--- config.mk ---
export PLATFORM = sky130hd
export DESIGN_NAME = max_pool_unit
export DESIGN_NICKNAME = d
export VERILOG_FILES = /design/src/rtl/max_pool_unit.sv
export SDC_FILE = /design/constraint.sdc
export NUM_CORES = 1
export LEC_CHECK = 0
export CELL_PAD_IN_SITES_DETAIL_PLACEMENT = 1
export CELL_PAD_IN_SITES_GLOBAL_PLACEMENT = 1
export CORE_ASPECT_RATIO = 1.4
export CORE_MARGIN = 2
export CORE_UTILIZATION = 43
export CTS_BUF_LIST = sky130_fd_sc_hd__clkbuf_2
export DETAILED_ROUTE_END_ITERATION = 6
export PLACE_DENSITY = 0.93
export SYNTH_ARGS = -nofsm -noshare
export SYNTH_HDL_FRONTEND = slang
export SYNTH_SLANG_ARGS = --single-unit
--- constraint.sdc ---
create_clock -name clk -period 3.3 [get_ports clk]
set_input_delay 0.33 -clock clk [delete_from_list [all_inputs] [get_ports clk]]
set_output_delay 0.33 -clock clk [all_outputs]
set_load 0.1 [all_outputs]
--- src/rtl/max_pool_unit.sv ---
// Streaming max-pooling stage: emits the maximum of every WINDOW consecutive
// accepted IEEE-754 single-precision activations over valid/ready handshakes.
module max_pool_unit #(
  parameter int DATA_WIDTH = 32,
  parameter int WINDOW     = 4,
  parameter int CNT_WIDTH  = 8,
  parameter int IDX_WIDTH  = 8
) (
  input  logic                  clk,
  input  logic                  rst_n,
  input  logic                  clear,
  input  logic                  in_valid,
  output logic                  in_ready,
  input  logic [DATA_WIDTH-1:0] in_data,
  output logic                  out_valid,
  input  logic                  out_ready,
  output logic [DATA_WIDTH-1:0] out_data,
  output logic [IDX_WIDTH-1:0]  out_idx
);

  typedef enum logic [1:0] {
    ST_FIRST,
    ST_ACCUM,
    ST_OUT
  } state_t;

  localparam logic [CNT_WIDTH-1:0] CNT_LAST = CNT_WIDTH'(WINDOW - 1);
  localparam bit                   SINGLE   = (WINDOW == 1);

  state_t                  state;
  state_t                  state_nxt;
  logic [CNT_WIDTH-1:0]    cnt;
  logic [DATA_WIDTH-1:0]   max_reg;
  logic [DATA_WIDTH-1:0]   next_max;
  logic                    cmp_gt;
  logic                    accept;
  logic                    out_hs;
  logic                    load_first;
  logic                    load_accum;
  logic                    emit;

  // Floating-point greater-than on sign/magnitude; +0 and -0 compare equal,
  // and ties keep the running maximum (the earlier value).
  always_comb begin
    logic                  sa;
    logic                  sb;
    logic [DATA_WIDTH-2:0] ma;
    logic [DATA_WIDTH-2:0] mb;
    logic                  both_zero;
    sa        = in_data[DATA_WIDTH-1];
    sb        = max_reg[DATA_WIDTH-1];
    ma        = in_data[DATA_WIDTH-2:0];
    mb        = max_reg[DATA_WIDTH-2:0];
    both_zero = (ma == '0) && (mb == '0);
    cmp_gt    = 1'b0;
    case ({sa, sb})
      2'b00:   cmp_gt = (ma > mb);
      2'b01:   cmp_gt = !both_zero;
      2'b10:   cmp_gt = 1'b0;
      default: cmp_gt = (ma < mb);
    endcase
    next_max = cmp_gt ? in_data : max_reg;
  end

  // State register.
  always_ff @(posedge clk or negedge rst_n) begin
    if (!rst_n) state <= ST_FIRST;
    else        state <= state_nxt;
  end

  // Next-state decode; clear overrides every handshake.
  always_comb begin
    state_nxt = state;
    if (clear)                            state_nxt = ST_FIRST;
    else if (emit)                        state_nxt = ST_OUT;
    else if (load_first)                  state_nxt = ST_ACCUM;
    else if (state == ST_OUT && out_hs)   state_nxt = ST_FIRST;
  end

  // Handshake and datapath-control decode.
  // In ST_OUT an accept implies the output handshake, so it starts a new window.
  always_comb begin
    in_ready   = rst_n & ((state != ST_OUT) | out_ready);
    accept     = in_valid & in_ready;
    out_hs     = out_valid & out_ready;
    load_first = !clear & accept & ((state == ST_FIRST) | ((state == ST_OUT) & out_hs));
    load_accum = !clear & accept & (state == ST_ACCUM);
    emit       = (load_first & SINGLE) | (load_accum & (cnt == CNT_LAST));
  end

  // Running maximum, element counter and output registers.
  always_ff @(posedge clk or negedge rst_n) begin
    if (!rst_n) begin
      cnt       <= '0;
      max_reg   <= '0;
      out_valid <= 1'b0;
      out_data  <= '0;
      out_idx   <= '0;
    end else if (clear) begin
      cnt       <= '0;
      out_valid <= 1'b0;
    end else begin
      if (out_hs) begin
        out_valid <= 1'b0;
        out_idx   <= out_idx + IDX_WIDTH'(1);
      end
      if (load_first) begin
        max_reg <= in_data;
        cnt     <= CNT_WIDTH'(1);
      end
      if (load_accum) begin
        max_reg <= next_max;
        cnt     <= emit ? '0 : cnt + CNT_WIDTH'(1);
      end
      // Placed after the handshake update so a same-cycle completion wins.
      if (emit) begin
        out_valid <= 1'b1;
        out_data  <= load_first ? in_data : next_max;
      end
    end
  end

endmodule

==> summary.md, run 1 <==
| Metric | Value |
|---|---|
| Worst hold-check path type | `in2async` |
| Period utilization | `0.914` |
| First-pass GRT wire length | `19900 um` |
| H-tree level count | `3` |
| Synth Area in Compound Gates | `0.102` |
| #FFs+latches synth | `83` |
| CP bufs+invs | `2` |
| Top-area cell type share of the netlist area | `0.462` |
| Synth area leader | `dfrtp_1` |
| Global route total overflow | `0` |
| Via count | `3634` |
| Post-CTS resize count | `0` |
| Die width | `90.4 um` |
| Setup Viol. Count Final | `0` |
| Post-synthesis cell area | `4500 um^2` |
| Largest family of logic cells by synthesized area | `multiplexers` |
| Clock period minus worst slack | `3.02 ns` |
| Detailed Place HPWL | `9150 um` |
| Routed Antenna Nets | `0` |
| Gate Count Post-Synth | `435` |
| CP Launch Type | `register` |
| Initial Utilization | `0.437` |
| Crit path required time | `3.75 ns` |
| Total CTS buffers | `9` |
| Port bufs | `78` |
| Layout Skew | `0.0294 ns` |
| CTS tree | `yes` |
| Final number of hold-violating endpoints | `0` |
| Clock root buffer | `clkbuf_2` |
| Kind of critical path | `reg2reg` |
| Synth top area cells | `dfrtp_1, ha_1, mux2_1` |
| Power Total | `2.46 mW` |
| Most frequent cells in the layout | `dfrtp_1, clkdlybuf4s50_1, nand2_1, o21ai_0` |
| Die Height | `125 um` |
| N_diodes | `0` |
| CTS clk-pin slew, worst paths | `0.22 ns` |
| Slew of the pin with the lowest slew margin | `0.994 ns` |
| Routed length per instance | `17.8 um` |
| Synth Area in Simple Gates | `0.134` |
| Die ar. | `11300 um^2` |
| Peak VDD IR | `0.214 mV` |
| Synthesis Warnings | `0` |
| Max-slew headroom | `0.335` |
| CP Capture Type | `register` |
| Top Ports | `79` |
| Pwr Density | `440 nW/um^2` |
| Routed wire length | `11900 um` |
| Initial antenna violation count | `0` |
| Final RePlAce weighted congestion | `0.840` |
| Post-CTS setup-driven buffer insertion count | `0` |
| Clk sinks | `83` |
| Filler instances | `1163` |
| R2R Setup Slk | `0.28 ns` |
| Maxcap violations | `0` |
| DRC | `0` |
| Post-synth cell types | `41` |
| Iteration-0 DRC Markers | `145` |
| Mux cell area share after synthesis | `0.149` |
| DR pass1 iterations | `4` |
| Largest net degree at the start of global routing | `68` |
| Vias in the first global route | `3969` |
| Hold-fix buffers, CTS | `1` |
| Slowest stage delay, CP | `0.47 ns` |
| Status | `finished, final reports clean` |
| RSZ-0062 raised after global routing | `no` |
| Max-slew violations | `0` |
| Syn Nets | `505` |
| Synth Area in Adders | `0.0918` |
| Cell Rows | `44` |
| FMAX | `332 MHz` |
| Critical path's top delay family | `compound AO/OA/AOI/OAI gates` |
| Commonest non-fill, non-tap cell in the layout | `dfrtp_1` |
| Post-Synth XOR/XNOR Area | `0.0175` |
| Vias/cell | `5.46` |
| Core area | `10300 um^2` |
| Sequential fraction of the synthesis area | `0.462` |
| Data arrival time of the critical path | `3.47 ns` |
| Crit Path Max Fanout | `12` |
| CP cell instances | `inv_1, ha_1, nand4_1, nor3_2, o31ai_1, a2111oi_2, or3_1, o211ai_4, a21oi_2, buf_4, mux2_1` |
| Leakage | `2.57 nW` |
| Syn avg cell area | `10.3 um^2` |
| Clock Latency Late Sink | `0.57 ns` |
| Crit-path slowest cell | `dfrtp_1` |
| Tot GR Track Use | `0.219` |
| Synth-to-Final Area Change | `24.0%` |
| WHS | `0.229 ns` |
| Share of cells above drive strength 1 | `0.0682` |
| Layout Nets | `594` |
| CTS Buffer Depth | `2` |
-- area by class of cell --
| type | count | area (um^2) | share of cell area |
|---|---|---|---|
| repair buffers | 91 | 888 | 0.159 |
| well taps | 138 | 173 | 0.0310 |
| inverters | 33 | 124 | 0.0222 |
| clock buffers | 10 | 50.0 | 0.00897 |
| clock inverters | 5 | 31.3 | 0.00561 |
| flip-flops and latches | 83 | 2080 | 0.372 |
| multi-input cells | 306 | 2230 | 0.400 |
-- Yosys cell counts --
library cell and n:
nand4_1 11, a211o_1 1, a32oi_1 1, nand2b_1 3
nor4b_1 1, clkbuf_1 7, a2111oi_2 1, nor3_2 1
nand2_1 52, o31ai_1 2, buf_4 6, mux2_2 2
or4_1 1, xnor2_1 5, mux2_1 30, o21bai_1 1
ha_1 33, dfrtp_1 83, a211oi_1 3, or3_1 1
and4_1 2, xor2_1 4, a32o_1 1, nor3_1 3
and3_1 4, a221oi_1 1, o41ai_1 1, o211ai_1 1
o211ai_2 1, mux2i_1 31, nor2b_1 1, a21o_1 2
nor2_1 14, nand3b_1 1, a21boi_0 2, a21oi_1 12
inv_1 33, nand3_1 10, o21ai_0 47, nor4_1 18
a21oi_2 1
-- metrics by stage --
step           worst slack, ns  utilization  cell area, um^2  cells  setup TNS (ns)
2_1_floorplan            0.209            -             4500    435               0
3_3_place_gp            0.0864        0.533             5490    650               0
3_5_place_dp           -0.0652        0.533             5490    650           -1.06
4_1_cts                  0.273        0.542             5580    666               0
5_1_grt                 0.0943        0.542             5580    666               0
6_report                 0.285        0.542             5580    666               0
-- worst reg2reg max path, stage by stage, from the launching register on --
cell and delay, ns:
dfrtp_1 0.47, inv_1 0.07, ha_1 0.34, nand4_1 0.13
nor3_2 0.21, o31ai_1 0.11, a2111oi_2 0.42, or3_1 0.22
o211ai_4 0.11, a21oi_2 0.24, buf_4 0.26, mux2_1 0.34
-- worst paths after layout --
path,end,startpoint,cells after the start
worst max-delay path,max_reg[18],max_reg[13],11
worst min-delay path,cnt[6],rst_n,2
worst max register to register,max_reg[18],max_reg[13],11
worst min register to register,out_idx[7],out_idx[7],1
max in group asynchronous,max_reg[20],rst_n,3
min in group clk,max_reg[31],in_data[31],2
-- cells by family after synthesis --
family	Yosys count
AO/OA/AOI/OAI	78
XOR/XNOR	9
adder cells (fa/ha/maj)	33
buffers and inverters	46
flip-flops	83
multiplexers	63
AND/OR/NAND/NOR	123
-- report_power, final --
part	total (mW)	switching [mW]	internal, mW
clock	0.455	0.360	0.0954
combinational	0.753	0.399	0.353
sequential	1.25	0.125	1.12
total	2.46	0.884	1.57
-- layer usage --
layer,up-vias,part of all wire,global-route usage
met1,1820,0.41,0.252
met3,15,0.028,0.0464
met5,-,0,0
met2,65,0.55,0.405
met4,0,0.015,0.0652
li1,1734,-,-
(Power assumes the default switching activity.)
==> run 2: changes to the inputs <==
--- a/config.mk
+++ b/config.mk
@@ -12,7 +12,9 @@
 export CORE_UTILIZATION = 43
 export CTS_BUF_LIST = sky130_fd_sc_hd__clkbuf_2
 export DETAILED_ROUTE_END_ITERATION = 6
+export GPL_ROUTABILITY_DRIVEN = 0
 export PLACE_DENSITY = 0.93
+export SKIP_CTS_REPAIR_TIMING = 1
 export SYNTH_ARGS = -nofsm -noshare
 export SYNTH_HDL_FRONTEND = slang
 export SYNTH_SLANG_ARGS = --single-unit
==> summary.md, run 2 (same netlist as run 1, synthesis figures left out) <==
| Metric | Value |
|---|---|
| Initial Utilization | `0.437` |
| Sw power | `0.889 mW` |
| Peak VDD IR | `0.214 mV` |
| Max-slew headroom | `0.335` |
| CTS Buffer Depth | `2` |
| Layout Skew | `0.0375 ns` |
| CP Capture Type | `register` |
| Die Height | `125 um` |
| Maxcap violations | `0` |
| Most frequent cells in the layout | `dfrtp_1, clkdlybuf4s50_1, nand2_1, o21ai_0` |
| Period utilization | `0.918` |
| Routed length per instance | `17.8 um` |
| Leakage | `2.57 nW` |
| Final number of hold-violating endpoints | `0` |
| Crit Path Max Fanout | `12` |
| Core area | `10300 um^2` |
| Pwr Density | `441 nW/um^2` |
| Via count | `3641` |
| Clock root buffer | `clkbuf_2` |
| FMAX | `330 MHz` |
| Final core utilization | `0.542` |
| Data arrival time of the critical path | `3.49 ns` |
| Sequential Area | `2080 um^2` |
| Sequential share of power | `0.507` |
| Die ar. | `11300 um^2` |
| Setup Viol. Count Final | `0` |
| Final Cell Area | `5580 um^2` |
| Clock power frac | `0.186` |
| Iteration-0 DRC Markers | `140` |
| Setup TNS | `0 ns` |
| CP Launch Type | `register` |
| Status | `finished, final reports clean` |
| Largest net degree at the start of global routing | `68` |
| Layout Nets | `594` |
| Top Ports | `79` |
| CTS clk-pin slew, worst paths | `0.22 ns` |
| Synth-to-Final Area Change | `24.0%` |
| Detailed Place HPWL | `9150 um` |
| Die width | `90.4 um` |
| RSZ-0062 raised after global routing | `no` |
| Share of cells above drive strength 1 | `0.0682` |
| Crit path required time | `3.76 ns` |
| Commonest non-fill, non-tap cell in the layout | `dfrtp_1` |
| Cell count after placement | `650` |
| Clk sinks | `83` |
| Max-slew violations | `0` |
| Worst hold-check path type | `in2async` |
| Post-Layout Cell Count | `666` |
| Total CTS buffers | `9` |
| Routed wire length | `11900 um` |
| Global route total overflow | `0` |
| Vias/cell | `5.47` |
| CTS tree | `yes` |
| DR pass1 iterations | `4` |
| Comb pwr share | `0.306` |
| Routed Antenna Nets | `0` |
| N_diodes | `0` |
| Clock Latency Late Sink | `0.58 ns` |
| H-tree level count | `3` |
| Initial antenna violation count | `0` |
| First-pass GRT wire length | `19900 um` |
| Cell Rows | `44` |
| Switch share | `0.361` |
| DRC | `0` |
| Kind of critical path | `reg2reg` |
| Power Total | `2.46 mW` |
| Vias in the first global route | `3962` |
| Internal | `1.57 mW` |
| Tot GR Track Use | `0.219` |
| Placed cell area | `5490 um^2` |
| Clock period minus worst slack | `3.03 ns` |
| Area of the multi-input gates | `2230 um^2` |
| Slew of the pin with the lowest slew margin | `0.994 ns` |
| Filler instances | `1163` |
| Port bufs | `78` |
==> run 2: cell counts in the layout (fill, tap and decap cells not counted) <==
Identical to the previous run, type by type.
==> run 2: area by class of cell <==
cell class	instances	area share
Clock buffer	10	0.00897
Clock inverter	5	0.00561
Inverter	33	0.0222
Multi-Input combinational cell	306	0.400
Sequential cell	83	0.372
Tap cell	138	0.0310
Timing Repair Buffer	91	0.159
==> run 2: metrics by stage <==
step | hold slack (ns) | setup slack [ns]
after floorplan | 0.0344 | 0.209
after global placement | 0.304 | 0.0864
after detailed placement | 0.312 | -0.0652
after CTS | -0.332 | 0.273
after global routing | 0.234 | 0.0943
final | 0.221 | 0.270
==> run 2: final timing paths <==
kind | from | endpoint | slack, ns | cells after the start
max in group asynchronous | rst_n | max_reg[20] | 2.07 | 3
worst max register to register | max_reg[10] | max_reg[18] | 0.27 | 11
worst min-delay path | rst_n | cnt[6] | 0.22 | 2
min in group clk | in_data[31] | max_reg[31] | 0.41 | 2
worst max-delay path | max_reg[10] | max_reg[18] | 0.27 | 11
worst min register to register | out_idx[7] | out_idx[7] | 0.49 | 1
==> run 2: worst max-delay path, cell delays in order, from the launching register on <==
cell and delay, ns:
dfrtp_1 0.45, inv_1 0.06, ha_1 0.30, nand2_1 0.11
o21ai_0 0.30, a221oi_1 0.16, a2111oi_2 0.37, or3_1 0.22
o211ai_4 0.11, a21oi_2 0.25, buf_4 0.26, mux2_1 0.34
==> run 2: metal layers <==
layer,vias to the layer above,track usage,routed length (um)
li1,1731,-,-
met1,1824,0.253,4850
met2,69,0.404,6480
met3,17,0.0464,347
met4,0,0.0652,212
met5,-,0,0
==> run 2: power groups by stage <==
stage                     sequential, mW  combinational [mW]  clock, mW
after floorplan                     1.23               0.501          0
after global placement              1.26               0.700          0
after detailed placement            1.27               0.754          0
after CTS                           1.25               0.761      0.473
after global routing                1.27               0.837      0.515
final                               1.25               0.754      0.459
==> run 3: changes to the inputs <==
--- a/config.mk
+++ b/config.mk
@@ -13,6 +13,7 @@
 export CTS_BUF_LIST = sky130_fd_sc_hd__clkbuf_2
 export DETAILED_ROUTE_END_ITERATION = 6
 export GPL_ROUTABILITY_DRIVEN = 0
+export MAX_ROUTING_LAYER = met4
 export PLACE_DENSITY = 0.93
 export SKIP_CTS_REPAIR_TIMING = 1
 export SYNTH_ARGS = -nofsm -noshare
==> summary.md, run 3 (same netlist as run 1, synthesis figures left out) <==
| Metric | Value |
|---|---|
| Status | `finished, final reports clean` |
| DR pass1 iterations | `4` |
| Detailed Place HPWL | `9150 um` |
| CP Launch Type | `register` |
| Kind of critical path | `reg2reg` |
| Filler instances | `1163` |
| Port bufs | `78` |
| Clock power frac | `0.185` |
| Iteration-0 DRC Markers | `128` |
| CP cell instances | `inv_1, ha_1, nand4_1, nor3_2, o31ai_1, a2111oi_2, or3_1, o211ai_4, a21oi_2, buf_4, mux2_1` |
| CTS clk-pin slew, worst paths | `0.22 ns` |
| H-tree level count | `3` |
| Total CTS buffers | `9` |
| Top Ports | `79` |
| Cell Rows | `44` |
| Die width | `90.4 um` |
| Initial Utilization | `0.437` |
| Final number of hold-violating endpoints | `0` |
| Worst hold-check path type | `in2async` |
| Layout Skew | `0.0285 ns` |
| Slew of the pin with the lowest slew margin | `0.994 ns` |
| Power Total | `2.46 mW` |
| Max-slew headroom | `0.335` |
| Setup Viol. Count Final | `0` |
| First-pass GRT wire length | `19800 um` |
| Switch share | `0.360` |
| Crit-path slowest cell | `dfrtp_1` |
| Routed Antenna Nets | `0` |
| Comb pwr share | `0.307` |
| Synth-to-Final Area Change | `24.0%` |
| Vias/cell | `5.51` |
| CP Capture Type | `register` |
| Cell count after placement | `650` |
| Final Cell Area | `5580 um^2` |
| Commonest non-fill, non-tap cell in the layout | `dfrtp_1` |
| Area of the multi-input gates | `2230 um^2` |
| Clk sinks | `83` |
| Pwr Density | `441 nW/um^2` |
| Tot GR Track Use | `0.224` |
| Layout Nets | `594` |
| RSZ-0062 raised after global routing | `no` |
| Routed length per instance | `17.8 um` |
| Post-Layout Cell Count | `666` |
| Setup TNS | `0 ns` |
| Crit path required time | `3.75 ns` |
| Vias in the first global route | `3967` |
| Die ar. | `11300 um^2` |
| Peak VDD IR | `0.215 mV` |
| Sequential Area | `2080 um^2` |
| Max-slew violations | `0` |
| Placed cell area | `5490 um^2` |
| N_diodes | `0` |
| Data arrival time of the critical path | `3.46 ns` |
| Clock root buffer | `clkbuf_2` |
| Clock period minus worst slack | `3.01 ns` |
| DRC | `0` |
| Global route total overflow | `0` |
| Largest net degree at the start of global routing | `68` |
| Share of cells above drive strength 1 | `0.0682` |
| Leakage | `2.57 nW` |
| Initial antenna violation count | `0` |
| Slowest stage delay, CP | `0.47 ns` |
| FMAX | `333 MHz` |
| Sw power | `0.885 mW` |
| Period utilization | `0.911` |
| Sequential share of power | `0.508` |
| Maxcap violations | `0` |
| CTS Buffer Depth | `2` |
| Die Height | `125 um` |
| CTS tree | `yes` |
| Routed wire length | `11800 um` |
| Clock Latency Late Sink | `0.56 ns` |
| Via count | `3668` |
| Most frequent cells in the layout | `dfrtp_1, clkdlybuf4s50_1, nand2_1, o21ai_0` |
| Core area | `10300 um^2` |
| Crit Path Max Fanout | `12` |
| Internal | `1.57 mW` |
## run 3: cell counts in the layout (fill, tap and decap cells not counted)
Identical to the previous run, type by type.
## run 3: path summary, 6_finish.rpt
check | cells past startpoint | start | endpoint | slack, ns
worst min register to register | 1 | out_idx[7] | out_idx[7] | 0.49
min in group clk | 2 | in_data[31] | max_reg[31] | 0.43
worst min-delay path | 2 | rst_n | cnt[6] | 0.23
worst max register to register | 11 | max_reg[13] | max_reg[18] | 0.29
worst max-delay path | 11 | max_reg[13] | max_reg[18] | 0.29
max in group asynchronous | 3 | rst_n | max_reg[6] | 2.07
## run 3: critical path, delay by kind of cell (launching register included)
kind	cells	cell delay, ns
buf+inv	2	0.32
fa+ha+maj	1	0.34
mux	1	0.34
compound gates	4	0.88
simple gates	3	0.56
flops	1	0.47
## run 3: power groups by stage
stage	clock network (mW)	logic, mW	registers, mW
floorplan	0	0.501	1.23
global placement	0	0.700	1.26
detailed placement	0	0.754	1.27
global route	0.511	0.837	1.27
finish	0.455	0.753	1.25
CTS	0.473	0.761	1.25
## run 3: per-layer routing
layer	track usage	up-vias	share of wire
li1	-	1732	-
met1	0.253	1851	0.41
met2	0.404	69	0.54
met3	0.0416	16	0.031
met4	0.0624	0	0.015
met5	-	-	0
## run 3: layout make-up
| class | count | area share |
|---|---|---|
| clock inverters | 5 | 0.00561 |
| repair buffers | 91 | 0.159 |
| flip-flops and latches | 83 | 0.372 |
| well taps | 138 | 0.0310 |
| inverters | 33 | 0.0222 |
| multi-input cells | 306 | 0.400 |
| clock buffers | 10 | 0.00897 |
## run 3: metrics by stage
step / util / setup slack (ns) / hold WS (ns)
2_1_floorplan: - / 0.209 / 0.0344
3_3_place_gp: 0.533 / 0.0864 / 0.304
3_5_place_dp: 0.533 / -0.0652 / 0.312
4_1_cts: 0.541 / 0.273 / -0.332
5_1_grt: 0.542 / 0.0943 / 0.251
6_report: 0.542 / 0.294 / 0.228
